`config.mk`:
```
export PLATFORM = sky130hd
export DESIGN_NAME = sid_bus_read
export DESIGN_NICKNAME = d
export VERILOG_FILES = /design/src/rtl/sid_bus_read_pkg.sv /design/src/rtl/sid_bus_read_sync.sv /design/src/rtl/sid_bus_read.sv
export SDC_FILE = /design/constraint.sdc
export NUM_CORES = 1
export LEC_CHECK = 0
export CELL_PAD_IN_SITES_DETAIL_PLACEMENT = 1
export CELL_PAD_IN_SITES_GLOBAL_PLACEMENT = 2
export CORE_MARGIN = 2
export CORE_UTILIZATION = 31
export DETAILED_ROUTE_END_ITERATION = 8
export GPL_TIMING_DRIVEN = 0
export HOLD_SLACK_MARGIN = 0.1
export PLACE_DENSITY_LB_ADDON = 0.1
export SLEW_MARGIN = 20
export SYNTH_ARGS = -nofsm -noshare
export SYNTH_HDL_FRONTEND = slang
export SYNTH_SLANG_ARGS = --single-unit
```
`constraint.sdc`:
```
create_clock -name i_sys_clk -period 3.6 [get_ports i_sys_clk]
set_clock_uncertainty 0.15 [all_clocks]
set_input_delay 0.72 -clock i_sys_clk [delete_from_list [all_inputs] [get_ports i_sys_clk]]
set_output_delay 0.72 -clock i_sys_clk [all_outputs]
set_load 0.05 [all_outputs]
```
`src/rtl/sid_bus_read_pkg.sv`:
```
// SID read path shared definitions: register addresses and bus FSM encoding.
// Latency: n/a (constants, types and a helper function only).
// Backpressure: n/a.
//
// Contents:
//   SID_POTX..SID_ENV3  live voice/paddle register addresses (5'h19..5'h1C)
//   bus_state_t         host-bus read FSM states (IDLE / DRIVE / HOLD)
//   is_voice_reg()      true for addresses that return live voice data
package sid_bus_read_pkg;

  localparam logic [4:0] SID_POTX = 5'h19;
  localparam logic [4:0] SID_POTY = 5'h1A;
  localparam logic [4:0] SID_OSC3 = 5'h1B;
  localparam logic [4:0] SID_ENV3 = 5'h1C;

  typedef enum logic [1:0] {
    ST_IDLE  = 2'd0,
    ST_DRIVE = 2'd1,
    ST_HOLD  = 2'd2
  } bus_state_t;

  // The four live registers are contiguous, so a range compare covers them.
  function automatic logic is_voice_reg(input logic [4:0] a);
    return (a >= SID_POTX) && (a <= SID_ENV3);
  endfunction

endpackage

```
`src/rtl/sid_bus_read_sync.sv`:
```
// Async input synchroniser with edge detect: level, rise and fall strobes.
// Latency: level after SYNC_STAGES edges; rise/fall valid in the following cycle.
// Backpressure: none; free-running sampler.
//
// Ports:
//   i_clk     in   1  sampling clock
//   i_rst_n   in   1  synchronous reset, active low (clears all flops to 0)
//   i_async   in   1  asynchronous input pin
//   o_level   out  1  synchronised level (last synchroniser stage)
//   o_rise    out  1  one-cycle strobe, level went 0->1
//   o_fall    out  1  one-cycle strobe, level went 1->0
module sid_bus_read_sync #(
  parameter int SYNC_STAGES = 2  // must be >= 2
) (
  input  logic i_clk,
  input  logic i_rst_n,
  input  logic i_async,
  output logic o_level,
  output logic o_rise,
  output logic o_fall
);

  logic [SYNC_STAGES-1:0] r_sync;
  logic                   r_prev;   // extra flop used only for edge detection

  always_ff @(posedge i_clk) begin
    if (!i_rst_n) begin
      r_sync <= '0;
      r_prev <= 1'b0;
    end else begin
      r_sync <= {r_sync[SYNC_STAGES-2:0], i_async};
      r_prev <= r_sync[SYNC_STAGES-1];
    end
  end

  assign o_level = r_sync[SYNC_STAGES-1];
  assign o_rise  =  r_sync[SYNC_STAGES-1] & ~r_prev;
  assign o_fall  = ~r_sync[SYNC_STAGES-1] &  r_prev;

endmodule

```
`src/rtl/sid_bus_read.sv`:
```
// SID read path: drives register data onto the host bus during a SID read cycle.
// Latency: data_oe/rdata valid SYNC_STAGES+1 cycles after phi2 rises at the pin.
// Backpressure: none; host bus timing is fixed, the unit only follows it.
//
// Ports:
//   i_sys_clk  in   1  master clock
//   i_rst_n    in   1  synchronous reset, active low
//   i_clken    in   1  1 MHz SID enable pulse, advances the latch decay
//   i_phi2     in   1  host phi2 (async)
//   i_cs_n     in   1  host chip select, active low (async)
//   i_rw       in   1  host r/w, 1 = read (async)
//   i_addr     in   5  register address (already synchronised)
//   i_wr       in   1  one-cycle write strobe from the write path
//   i_wdata    in   8  write data accompanying i_wr
//   i_pot_x    in   8  POTX value
//   i_pot_y    in   8  POTY value
//   i_osc3     in   8  voice-3 oscillator MSBs
//   i_env3     in   8  voice-3 envelope
//   o_rdata    out  8  data for the host bus (retained between cycles)
//   o_data_oe  out  1  host data pin output enable, 1 = drive
module sid_bus_read
  import sid_bus_read_pkg::*;
#(
  parameter int SYNC_STAGES = 2,
  parameter int HOLD_CYCLES = 3,
  parameter int DECAY_TICKS = 2000
) (
  input  logic       i_sys_clk,
  input  logic       i_rst_n,
  input  logic       i_clken,
  input  logic       i_phi2,
  input  logic       i_cs_n,
  input  logic       i_rw,
  input  logic [4:0] i_addr,
  input  logic       i_wr,
  input  logic [7:0] i_wdata,
  input  logic [7:0] i_pot_x,
  input  logic [7:0] i_pot_y,
  input  logic [7:0] i_osc3,
  input  logic [7:0] i_env3,
  output logic [7:0] o_rdata,
  output logic       o_data_oe
);

  localparam int HCW = (HOLD_CYCLES > 1) ? $clog2(HOLD_CYCLES + 1) : 1;
  localparam int DCW = $clog2(DECAY_TICKS + 1);
  localparam int SCW = $clog2(SYNC_STAGES + 2);

  // ---------------------------------------------------------------------------
  // Host bus synchronisers
  // ---------------------------------------------------------------------------
  logic w_phi2_lvl, w_phi2_rise, w_phi2_fall;
  logic w_cs_n_lvl, w_cs_n_rise, w_cs_n_fall;
  logic w_rw_lvl,   w_rw_rise,   w_rw_fall;

  sid_bus_read_sync #(.SYNC_STAGES(SYNC_STAGES)) u_sync_phi2 (
    .i_clk   (i_sys_clk),
    .i_rst_n (i_rst_n),
    .i_async (i_phi2),
    .o_level (w_phi2_lvl),
    .o_rise  (w_phi2_rise),
    .o_fall  (w_phi2_fall)
  );

  sid_bus_read_sync #(.SYNC_STAGES(SYNC_STAGES)) u_sync_cs_n (
    .i_clk   (i_sys_clk),
    .i_rst_n (i_rst_n),
    .i_async (i_cs_n),
    .o_level (w_cs_n_lvl),
    .o_rise  (w_cs_n_rise),
    .o_fall  (w_cs_n_fall)
  );

  sid_bus_read_sync #(.SYNC_STAGES(SYNC_STAGES)) u_sync_rw (
    .i_clk   (i_sys_clk),
    .i_rst_n (i_rst_n),
    .i_async (i_rw),
    .o_level (w_rw_lvl),
    .o_rise  (w_rw_rise),
    .o_fall  (w_rw_fall)
  );

  // Only the levels of cs_n and rw matter; their edge strobes are spare.
  logic w_unused;
  assign w_unused = ^{w_cs_n_rise, w_cs_n_fall, w_rw_rise, w_rw_fall};

  // ---------------------------------------------------------------------------
  // State
  // ---------------------------------------------------------------------------
  bus_state_t       r_state;
  logic [7:0]       r_rdata;
  logic             r_data_oe;
  logic [4:0]       r_addr;
  logic [HCW-1:0]   r_hold_cnt;
  logic             r_armed;
  logic [SCW-1:0]   r_settle;
  logic [7:0]       r_bus_latch;
  logic [DCW-1:0]   r_decay_cnt;

  logic [7:0]       w_mux_dat;
  logic             w_settled;
  logic             w_rd_done;

  // ---------------------------------------------------------------------------
  // Read data mux (sampled only when a read cycle starts)
  // ---------------------------------------------------------------------------
  always_comb begin
    w_mux_dat = r_bus_latch;
    case (i_addr)
      SID_POTX: w_mux_dat = i_pot_x;
      SID_POTY: w_mux_dat = i_pot_y;
      SID_OSC3: w_mux_dat = i_osc3;
      SID_ENV3: w_mux_dat = i_env3;
      default:  w_mux_dat = r_bus_latch;
    endcase
  end

  // The synchronisers come out of reset at 0; if phi2 is already high at the
  // pin, the refill would look like a fresh rise. Arming waits until the
  // chain has refilled so a cycle caught mid-way through reset is not driven.
  assign w_settled = (r_settle == SCW'(SYNC_STAGES + 1));

  // A read of a live register completes when phi2 falls while driving.
  assign w_rd_done = (r_state == ST_DRIVE) && w_phi2_fall && is_voice_reg(r_addr);

  // ---------------------------------------------------------------------------
  // Bus read FSM
  // ---------------------------------------------------------------------------
  always_ff @(posedge i_sys_clk) begin
    if (!i_rst_n) begin
      r_state    <= ST_IDLE;
      r_rdata    <= 8'h00;
      r_data_oe  <= 1'b0;
      r_addr     <= 5'h00;
      r_hold_cnt <= '0;
      r_armed    <= 1'b0;
      r_settle   <= '0;
    end else begin
      if (!w_settled) begin
        r_settle <= r_settle + SCW'(1);
      end

      case (r_state)
        ST_IDLE: begin
          // A new cycle is only accepted once phi2 has been seen low here.
          if (!w_phi2_lvl && w_settled) begin
            r_armed <= 1'b1;
          end
          if (r_armed && w_phi2_rise && !w_cs_n_lvl && w_rw_lvl) begin
            r_state   <= ST_DRIVE;
            r_addr    <= i_addr;
            r_rdata   <= w_mux_dat;
            r_data_oe <= 1'b1;
          end
        end

        ST_DRIVE: begin
          // rdata is frozen here; a fall takes priority over a late deselect
          // so a read that reached its end is treated as completed.
          if (w_phi2_fall) begin
            r_state    <= ST_HOLD;
            r_hold_cnt <= HCW'(HOLD_CYCLES - 1);
          end else if (w_cs_n_lvl || !w_rw_lvl) begin
            r_state   <= ST_IDLE;
            r_data_oe <= 1'b0;
          end
        end

        ST_HOLD: begin
          if (w_phi2_rise) begin
            // Cycle started too early: release the bus and skip it entirely.
            r_state   <= ST_IDLE;
            r_data_oe <= 1'b0;
            r_armed   <= 1'b0;
          end else if (r_hold_cnt == '0) begin
            r_state   <= ST_IDLE;
            r_data_oe <= 1'b0;
          end else begin
            r_hold_cnt <= r_hold_cnt - HCW'(1);
          end
        end

        default: begin
          r_state   <= ST_IDLE;
          r_data_oe <= 1'b0;
        end
      endcase
    end
  end

  // ---------------------------------------------------------------------------
  // Decaying bus latch
  // ---------------------------------------------------------------------------
  // Any reload takes priority over a clken decrement in the same cycle; a
  // write takes priority over a simultaneous read completion.
  always_ff @(posedge i_sys_clk) begin
    if (!i_rst_n) begin
      r_bus_latch <= 8'h00;
      r_decay_cnt <= '0;
    end else if (i_wr) begin
      r_bus_latch <= i_wdata;
      r_decay_cnt <= DCW'(DECAY_TICKS);
    end else if (w_rd_done) begin
      r_bus_latch <= r_rdata;
      r_decay_cnt <= DCW'(DECAY_TICKS);
    end else if (i_clken && (r_decay_cnt != '0)) begin
      r_decay_cnt <= r_decay_cnt - DCW'(1);
      if (r_decay_cnt == DCW'(1)) begin
        r_bus_latch <= 8'h00;
      end
    end
  end

  assign o_rdata   = r_rdata;
  assign o_data_oe = r_data_oe;

endmodule

```
; Yosys cells after proc, flatten, opt, wreduce, memory -nomap -nowiden
; Index checks and enable logic that the tools add are counted.
; W data, S select, Z words.
[word_totals]
inputBits = 52
wordCells = 95
out_inout_bits = 9
regBits = 47
[op_classes]
add_sub_neg = 3
n_mux = 27
n_bitwise = 5
eq_ne = 18
order_cmp = 2
reduce_logical = 26
[ops]
columns = cell, n
row1 = $mux W11, 3
row2 = $mux W8, 4
row3 = $pmux W8 S4, 1
row4 = $eq A5 B5 Y1 const B, 4
row5 = $mux W2, 8
row6 = $ne A2 B2 Y1 const B, 7
row7 = $eq A11 B1 Y1 const B, 1
row8 = $reduce_bool A11 Y1, 1
row9 = $sub A11 B1 Y11 const B, 1
row10 = $logic_and A1 B1 Y1, 8
row11 = $reduce_and A4 Y1, 2
row12 = $mux W1, 7
row13 = $pmux W2 S3, 1
row14 = $reduce_and A3 Y1, 2
row15 = $reduce_bool A3 Y1, 2
row16 = $ge A5 B5 Y1 const B, 1
row17 = $le A5 B5 Y1 const B, 1
row18 = $eq A2 B2 Y1 const B, 2
row19 = $logic_not A2 Y1, 2
row20 = $pmux W2 S2, 1
row21 = $reduce_and A2 Y1, 2
row22 = $reduce_bool A2 Y1, 2
row23 = $logic_not A1 Y1, 3
row24 = $ne A3 B2 Y1 const B, 1
row25 = other kinds (11), 14

; Depth between registers and ports, before layout
; Gate-level depths: netlist (run 1).
[logic_depth]
ltp_word = 7
ltp_mapped = 7
depth_no_buf = 6

; Modules after synthesis
; From an unflattened synthesis (run 1), not the netlist that was laid out.
[unflattened]
hier_cells = 294
area_unflattened_um2 = 2441.1
[by_module_without_submodules]
columns = mod, seq_area_each_um2, cells_each, instances, area_each_um2
row1 = sid_bus_read, 800.8, 270, 1, 2167.1
row2 = sid_bus_read_sync, 60.1, 8, 3, 91.3

; Worst setup path before layout (run 1)
; Ideal clock, no wire load.
[synth_timing]
path_kind = input to register
startpoint = input port i_addr[0]
endpoint = register r_rdata[3] (netlist: o_rdata[3])
path_slack_ps = 1421
n_path_buf = 1
setup_time_ps = 96
cell_stages = 5
required_time_ps = 3354
arrival_ps = 1933
cell_sequence = or3b_2 clkbuf_1 a21oi_1 nor3_1 nor4b_1
[synth_via]
elab_chain_len = 2
word_cells_on_any_way = 5
classes_between = 4 x eq/ne / 1 x mux
[synth_rtl]
columns = element, line_no
row1 = from (decl), sid_bus_read.sv:34  ; input logic [4:0] i_addr,
row2 = $eq A5 B5 Y1, sid_bus_read.sv:109  ; case (i_addr)
row3 = $pmux W8 S4 (*), sid_bus_read.sv:109
row4 = to (signal assigned), sid_bus_read.sv:152  ; r_rdata <= w_mux_dat;
row5 = to (decl), sid_bus_read.sv:91  ; logic [7:0] r_rdata;
; Mark *: on every way between the ends. The rest lies on a longest branch, timed or not.
; A chain may end at the register's enable or synchronous reset.

; Worst setup path after layout (run 1)
[layout_timing]
startpoint = input port i_addr[2]
endpoint = register r_rdata[6] (netlist: o_rdata[6])
; Same word-level chain as after synthesis.

==> reports/results.tsv, run 1 <==
metric	value	unit
finished layout cell area	3294	um2
DRT iter0 DRCs	52	
fmax	359.3	MHz
IO Pins	61	
Worst path max stage delay	560	ps
Critical Path Slowest Stage Cell	a21oi_1	
final net count	407	
vias in the first global route	2481	
ANT cells	0	
# rows	32	
TritonRoute pass-1 iters	4	
r2r setup slk	1280	ps
Post-Route Utilization	42.63	%
internal power	805.9	uW
clk sinks	47	
Post-synth EDFFs	0	
Peak VDD IR	152.4	uV
Hold Crit Start	u_sync_rw.r_sync[0]	
clock transition at the registers of the reported paths	90	ps
Die Area	8726	um2
RSZ-0062 raised after global routing	false	
arrival time at the worst endpoint	2860	ps
share of the synthesized area in the top cell type	37.96	%
die height	93.42	um
Max Fanout on Critical Path	9	
final WL	7207	um
largest net degree at the start of global routing	14	
RR Startpoint	r_state[0]	
critical path endpoint category	flop	
Compound-Gate Fraction of Synth Area	25.44	%
Yosys top cell by area	dfxtp_1	
initial antenna violation count	0	
placed cell areas	3207	um2
# hold bufs at CTS	0	
wire per inst	15.94	um
async set-reset flop share out of synthesis	0	%
CTS Buf Count	5	
Post-DRT Antenna Nets	0	
required time worst endpoint	3680	ps
GR Overflow Total	0	
number of remaining DRC errors	0	
P per Cell Area	330.2	nW/um2
wl on met1	3315	um
commonest non-fill, non-tap cells in the layout	clkdlybuf4s50_1, dfxtp_1, nand2_1, a21boi_0, nand2b_1	
main combinational cell family by area after synthesis	compound AO/OA/AOI/OAI gates	
Least-Margin Pin Slew	972.2	ps
Worst Path Buf+Inv	2	
setup TNS	0	ps
initial core utilization	32.08	%
Reg power frac	51.6	%
clk_lat worst skew	300	ps
Area Growth Syn to Fin	32.91	%
Worst R2R Path Depth	5	
placed insts	445	
routed wl met2	3519	um
Tightest Hold Check Type	flop to flop	
commonest non-fill, non-tap cell in the layout	clkdlybuf4s50_1	
routed vias	2349	
startpoint types	primary input	
worst r2r dst	o_rdata[3]	
xor and xnor area share after synthesis	1.060	%
fill count	907	
gpl congestion	0.7234	
worst setup path class	primary input to flop	
global-route wire length before repair	11870	um
combinational group share of total power	18.0	%
switching share of total power	25.92	%
CTS tree	done	
Final min period	2784	ps
Non-Filler Instances	452	
Synth Cell Area	2479	um2
WHS Path Cells	1	
Max Cap Violations	0	
top_reg_cell synth	dfxtp_1	
Root Buffer	clkbuf_8	
Synthesis Warnings	0	
hold endpoint	u_sync_rw.r_sync[1]	
Via density	5.197	
top sig layer	met4	
Fin. Hold Viols	0	
clock power share	30.4	%
GRT Util Overall	17.25	%
register area share after synthesis	37.96	%
NetSw	282.0	uW
Slew Limit Fails	0	
adder-cell share of the synthesized area	2.524	%
post-synth cell types	56	
Tcrit/Tclk final	77.32	%
Die Width	93.42	um
cell family with most CP delay	compound AO/OA/AOI/OAI gates	
post-DP HPWL	5460	um
share of synthesized area spent on multiplexers	4.796	%
ranking of synthesized cells by area	dfxtp_1, nand2_1, a21boi_0, nand2b_1, mux2_2	
final setup violation count	0	
PortBufs	60	
Pleak	0.001150	uW
Power Total	1088	uW
simple-gate portion of the synthesized area	23.88	%
Core Region	7727	um2
Synth Instances	283	
met3 WL	286	um
post-synthesis average cell area	8.758	um2
outcome	finished clean	
#FFs+latches synth	47	
CP cell instances	clkdlybuf4s50_1 > or3b_2 > clkbuf_1 > a21oi_1 > o311ai_0 > a31oi_1	
share of cells above drive strength 1	8.571	%
Synth Net Count	340	
Post-CTS Setup Bufs	0	
htree depth	2	
deepest clock path buffer count	2	
post-CTS resize count	0	
Slew headroom	34.27	%
==> logic make-up (layout without fill, tap and decap cells) <==
logic type / Yosys count / count (layout)
AND/OR/NAND/NOR: 107 / 107
AO/OA/AOI/OAI: 86 / 86
flip-flops: 47 / 47
buffers and inverters: 24 / 91
multiplexers: 11 / 11
adder cells (fa/ha/maj): 5 / 5
XOR/XNOR: 3 / 3
==> through the flow <==
stage	hold slack, ps	worst slack (ps)
after detailed placement	273.3	420.1
after floorplan	261.9	1421
after global placement	271.0	436.7
after CTS	285.6	731.8
final	283.3	816.5
after global routing	307.3	601.4
==> per-layer routing <==
layer | vias to the layer above | global-route usage, %
li1 | 1173 | -
met1 | 1122 | 21.61
met2 | 48 | 29.98
met3 | 6 | 3.465
met4 | 0 | 4.657
met5 | - | 0
==> how the worst max path moves through the flow <==
stage / from / to / cells after the start
2_1_floorplan: i_addr[0] / o_rdata[3] / 5
3_3_place_gp: i_addr[2] / o_rdata[7] / 6
3_5_place_dp: i_addr[2] / o_rdata[6] / 6
4_1_cts: i_addr[2] / o_rdata[6] / 6
5_1_grt: i_addr[2] / o_rdata[3] / 6
6_report: i_addr[2] / o_rdata[6] / 6
==> power groups by stage <==
stage	Clock [uW]	Sequential [uW]	Combinational [uW]
finish	330	562	196
global route	356	565	217
CTS	338	562	200
detailed placement	0	574	199
global placement	0	573	195
floorplan	0	569	109
==> cell usage after synthesis, types with 5 or more instances <==
cell type  instances
a31oi_1            8
nand2b_1          14
o21bai_1           8
nand2_1           34
o21ai_0            6
o311ai_0           7
inv_1              9
and2_1            10
nor2_1            10
a21boi_0          15
clkbuf_1           9
mux2_2             7
a21oi_1           10
o31a_1             5
o22ai_1            7
dfxtp_1           47
ha_1               5
a2bb2oi_1          7
nand3_1            8
==> cell type report <==
class | instances | area, um2 | area share, %
multi-input combinational | 212 | 1430 | 43.41
sequential | 47 | 940.9 | 28.56
timing repair buffer | 60 | 600.6 | 18.23
tap | 102 | 127.6 | 3.874
clock buffer | 6 | 82.58 | 2.507
buffer | 15 | 73.82 | 2.241
inverter | 9 | 33.78 | 1.025
clock inverter | 1 | 5.005 | 0.1519
==> worst register-to-register path, cell delays in order, from the launching register on <==
cell,delay [ps]
dfxtp_1,390
or4b_1,540
buf_2,220
nor3_2,540
o221a_2,330
nor4b_1,60
==> sequential cells by signal, indices dropped and copies added, names as in the netlist <==
register,flops
r_state,2
r_bus_latch,8
r_decay_cnt,11
u_sync_rw.r_sync,2
o_data_oe,1
u_sync_phi2.r_prev,1
u_sync_cs_n.r_sync,2
r_addr,5
r_hold_cnt,2
r_armed,1
o_rdata,8
u_sync_phi2.r_sync,2
r_settle,2
Note: power is estimated with default switching activity, not from simulation.
==> inputs of run 2 (changes only) <==
--- a/config.mk
+++ b/config.mk
@@ -8,7 +8,7 @@
 export CELL_PAD_IN_SITES_DETAIL_PLACEMENT = 1
 export CELL_PAD_IN_SITES_GLOBAL_PLACEMENT = 2
 export CORE_MARGIN = 2
-export CORE_UTILIZATION = 31
+export CORE_UTILIZATION = 29
 export DETAILED_ROUTE_END_ITERATION = 8
 export GPL_TIMING_DRIVEN = 0
 export HOLD_SLACK_MARGIN = 0.1
==> constraint.sdc (replaced) <==
create_clock -name i_sys_clk -period 2.8 [get_ports i_sys_clk]
set_clock_uncertainty 0.15 [all_clocks]
set_input_delay 0.56 -clock i_sys_clk [delete_from_list [all_inputs] [get_ports i_sys_clk]]
set_output_delay 0.56 -clock i_sys_clk [all_outputs]
set_load 0.05 [all_outputs]
==> run 2 against run 1 <==
Via count is 0.94% lower. Power is 38% higher. Sequential share of layout area is 0.32 points lower. Non-clock buffer count stayed put. Combinational power is 27% higher. Critical path type unchanged. Critical path depth stayed put. Die area is 6.6% higher.
==> reports/results.tsv, run 2 (same netlist as run 1, synthesis figures left out) <==
metric	value	unit
Final min period	2590	ps
Slew Limit Fails	0	
Die Area	9303	um2
commonest non-fill, non-tap cells in the layout	clkdlybuf4s50_1, dfxtp_1, nand2_1, a21boi_0, nand2b_1	
GR Overflow Total	0	
final WL	7166	um
clk sinks	47	
initial antenna violation count	0	
routed wl met2	3418	um
Fin. Hold Viols	0	
RR Startpoint	r_state[1]	
Largest register FFs	11	
Pleak	0.001164	uW
number of remaining DRC errors	0	
# rows	33	
Max Cap Violations	0	
outcome	finished clean	
P per Cell Area	450.0	nW/um2
gpl congestion	0.7086	
CTS tree	done	
Root Buffer	clkbuf_8	
DRT iter0 DRCs	66	
htree depth	2	
CTS Buf Count	5	
IO Pins	61	
final net count	407	
Tcrit/Tclk final	92.52	%
startpoint types	primary input	
commonest non-fill, non-tap cell in the layout	clkdlybuf4s50_1	
global-route wire length before repair	11770	um
critical path endpoint category	flop	
Post-DRT Antenna Nets	0	
PortBufs	60	
origin of the worst setup path	i_addr[0]	
GRT Util Overall	16.38	%
r2r setup slk	360	ps
Die Width	96.45	um
required time worst endpoint	2880	ps
Peak VDD IR	170.5	uV
TritonRoute pass-1 iters	6	
top sig layer	met4	
RSZ-0062 raised after global routing	false	
deepest clock path buffer count	2	
wl on met1	3255	um
Slew headroom	36.72	%
fmax	386.0	MHz
Power Total	1499	uW
placed insts	448	
ANT cells	0	
final setup violation count	0	
wire per inst	15.71	um
initial core utilization	30.02	%
Core Region	8258	um2
largest net degree at the start of global routing	15	
Worst R2R Path Depth	6	
# hold bufs at CTS	0	
Via density	5.103	
clk_lat worst skew	310	ps
Non-Filler Instances	456	
die height	96.45	um
register area	940.9	um2
Max Fanout on Critical Path	9	
Least-Margin Pin Slew	936.0	ps
Worst Setup EP	o_rdata[7]	
routed vias	2327	
share of cells above drive strength 1	9.117	%
vias in the first global route	2364	
post-DP HPWL	5572	um
worst r2r dst	o_rdata[7]	
arrival time at the worst endpoint	2670	ps
worst setup path class	primary input to flop	
Multi-input gate area	1434	um2
Area Growth Syn to Fin	34.43	%
fill count	996	
Biggest register	r_decay_cnt	
met3 WL	415	um
Tightest Hold Check Type	flop to flop	
clock transition at the registers of the reported paths	100	ps
-- run 2: changes by cell type in the layout (fill, tap and decap cells not counted), sizes merged --
cell	delta
bufinv	+1
-- run 2: repair_timing --
action | CTS | global route
buffers inserted | 0 | 0
setup endpoints to repair | 0 | 6
gates resized for setup | 0 | 1
-- run 2: power by group --
part	switching, uW	internal (uW)	total [uW]
Combinational	105	144	249
Sequential	24.4	697	722
Clock	239	289	529
Total	368	1130	1500
-- run 2: per-stage QoR --
step                      instance area [um2]  hold WS (ps)  worst slack (ps)  setup TNS [ps]  utilization [%]
after floorplan                          2479         261.9             758.0               0                -
after global placement                   3211         271.4            -274.2           -1639            38.88
after detailed placement                 3211         277.3            -299.0           -1890            38.88
after CTS                                3328         299.9             18.82               0            40.30
after global routing                     3332         320.9             135.9               0            40.35
final                                    3332         294.7             209.5               0            40.35
-- run 2: per-layer routing --
layer  global-route usage [%]  vias up
met5                        0        -
met4                    3.873        0
met3                    4.577        6
met2                    28.82       56
met1                    19.75     1096
li1                         -     1169
-- run 2: area by class of cell --
type | count | area share (%)
well taps | 105 | 3.943
clock inverters | 2 | 1.051
flip-flops and latches | 47 | 28.24
clock buffers | 6 | 2.478
repair buffers | 60 | 18.02
multi-input cells | 212 | 43.03
inverters | 9 | 1.014
plain buffers | 15 | 2.216
-- run 2: how the worst min path moves through the flow --
| stage | from | endpoint | slack (ps) | cells after the start |
|---|---|---|---|---|
| final | u_sync_cs_n.r_sync[0] | u_sync_cs_n.r_sync[1] | 290 | 1 |
| after floorplan | u_sync_cs_n.r_sync[0] | u_sync_cs_n.r_sync[1] | 260 | 1 |
| after detailed placement | u_sync_phi2.r_sync[0] | u_sync_phi2.r_sync[1] | 280 | 1 |
| after global placement | u_sync_phi2.r_sync[0] | u_sync_phi2.r_sync[1] | 270 | 1 |
| after CTS | u_sync_phi2.r_sync[0] | u_sync_phi2.r_sync[1] | 300 | 1 |
| after global routing | u_sync_cs_n.r_sync[0] | u_sync_cs_n.r_sync[1] | 320 | 1 |
-- run 2: worst max-delay path, cell delays in order --
cell and delay (ps):
clkdlybuf4s50_1 450, or3b_2 470, clkbuf_1 240, a21oi_2 470, o311ai_0 240, a31oi_1 240
==> inputs of run 3 (changes only) <==
--- a/config.mk
+++ b/config.mk
@@ -8,7 +8,7 @@
 export CELL_PAD_IN_SITES_DETAIL_PLACEMENT = 1
 export CELL_PAD_IN_SITES_GLOBAL_PLACEMENT = 2
 export CORE_MARGIN = 2
-export CORE_UTILIZATION = 29
+export CORE_UTILIZATION = 31
 export DETAILED_ROUTE_END_ITERATION = 8
 export GPL_TIMING_DRIVEN = 0
 export HOLD_SLACK_MARGIN = 0.1
==> constraint.sdc (replaced) <==
create_clock -name i_sys_clk -period 3.3 [get_ports i_sys_clk]
set_clock_uncertainty 0.15 [all_clocks]
set_input_delay 0.66 -clock i_sys_clk [delete_from_list [all_inputs] [get_ports i_sys_clk]]
set_output_delay 0.66 -clock i_sys_clk [all_outputs]
set_load 0.05 [all_outputs]
==> results of run 3 <==
Same layout as run 1 (identical final DEF). Status: finished clean.
Main changes from that run: setup slack after placement 420.1 ps -> 180.1 ps; setup slack after layout 816.5 ps -> 576.5 ps; register-to-register setup slack 1280 ps -> 980 ps; total power 1088 uW -> 1187 uW; worst IR drop on VDD 152.4 uV -> 166.3 uV
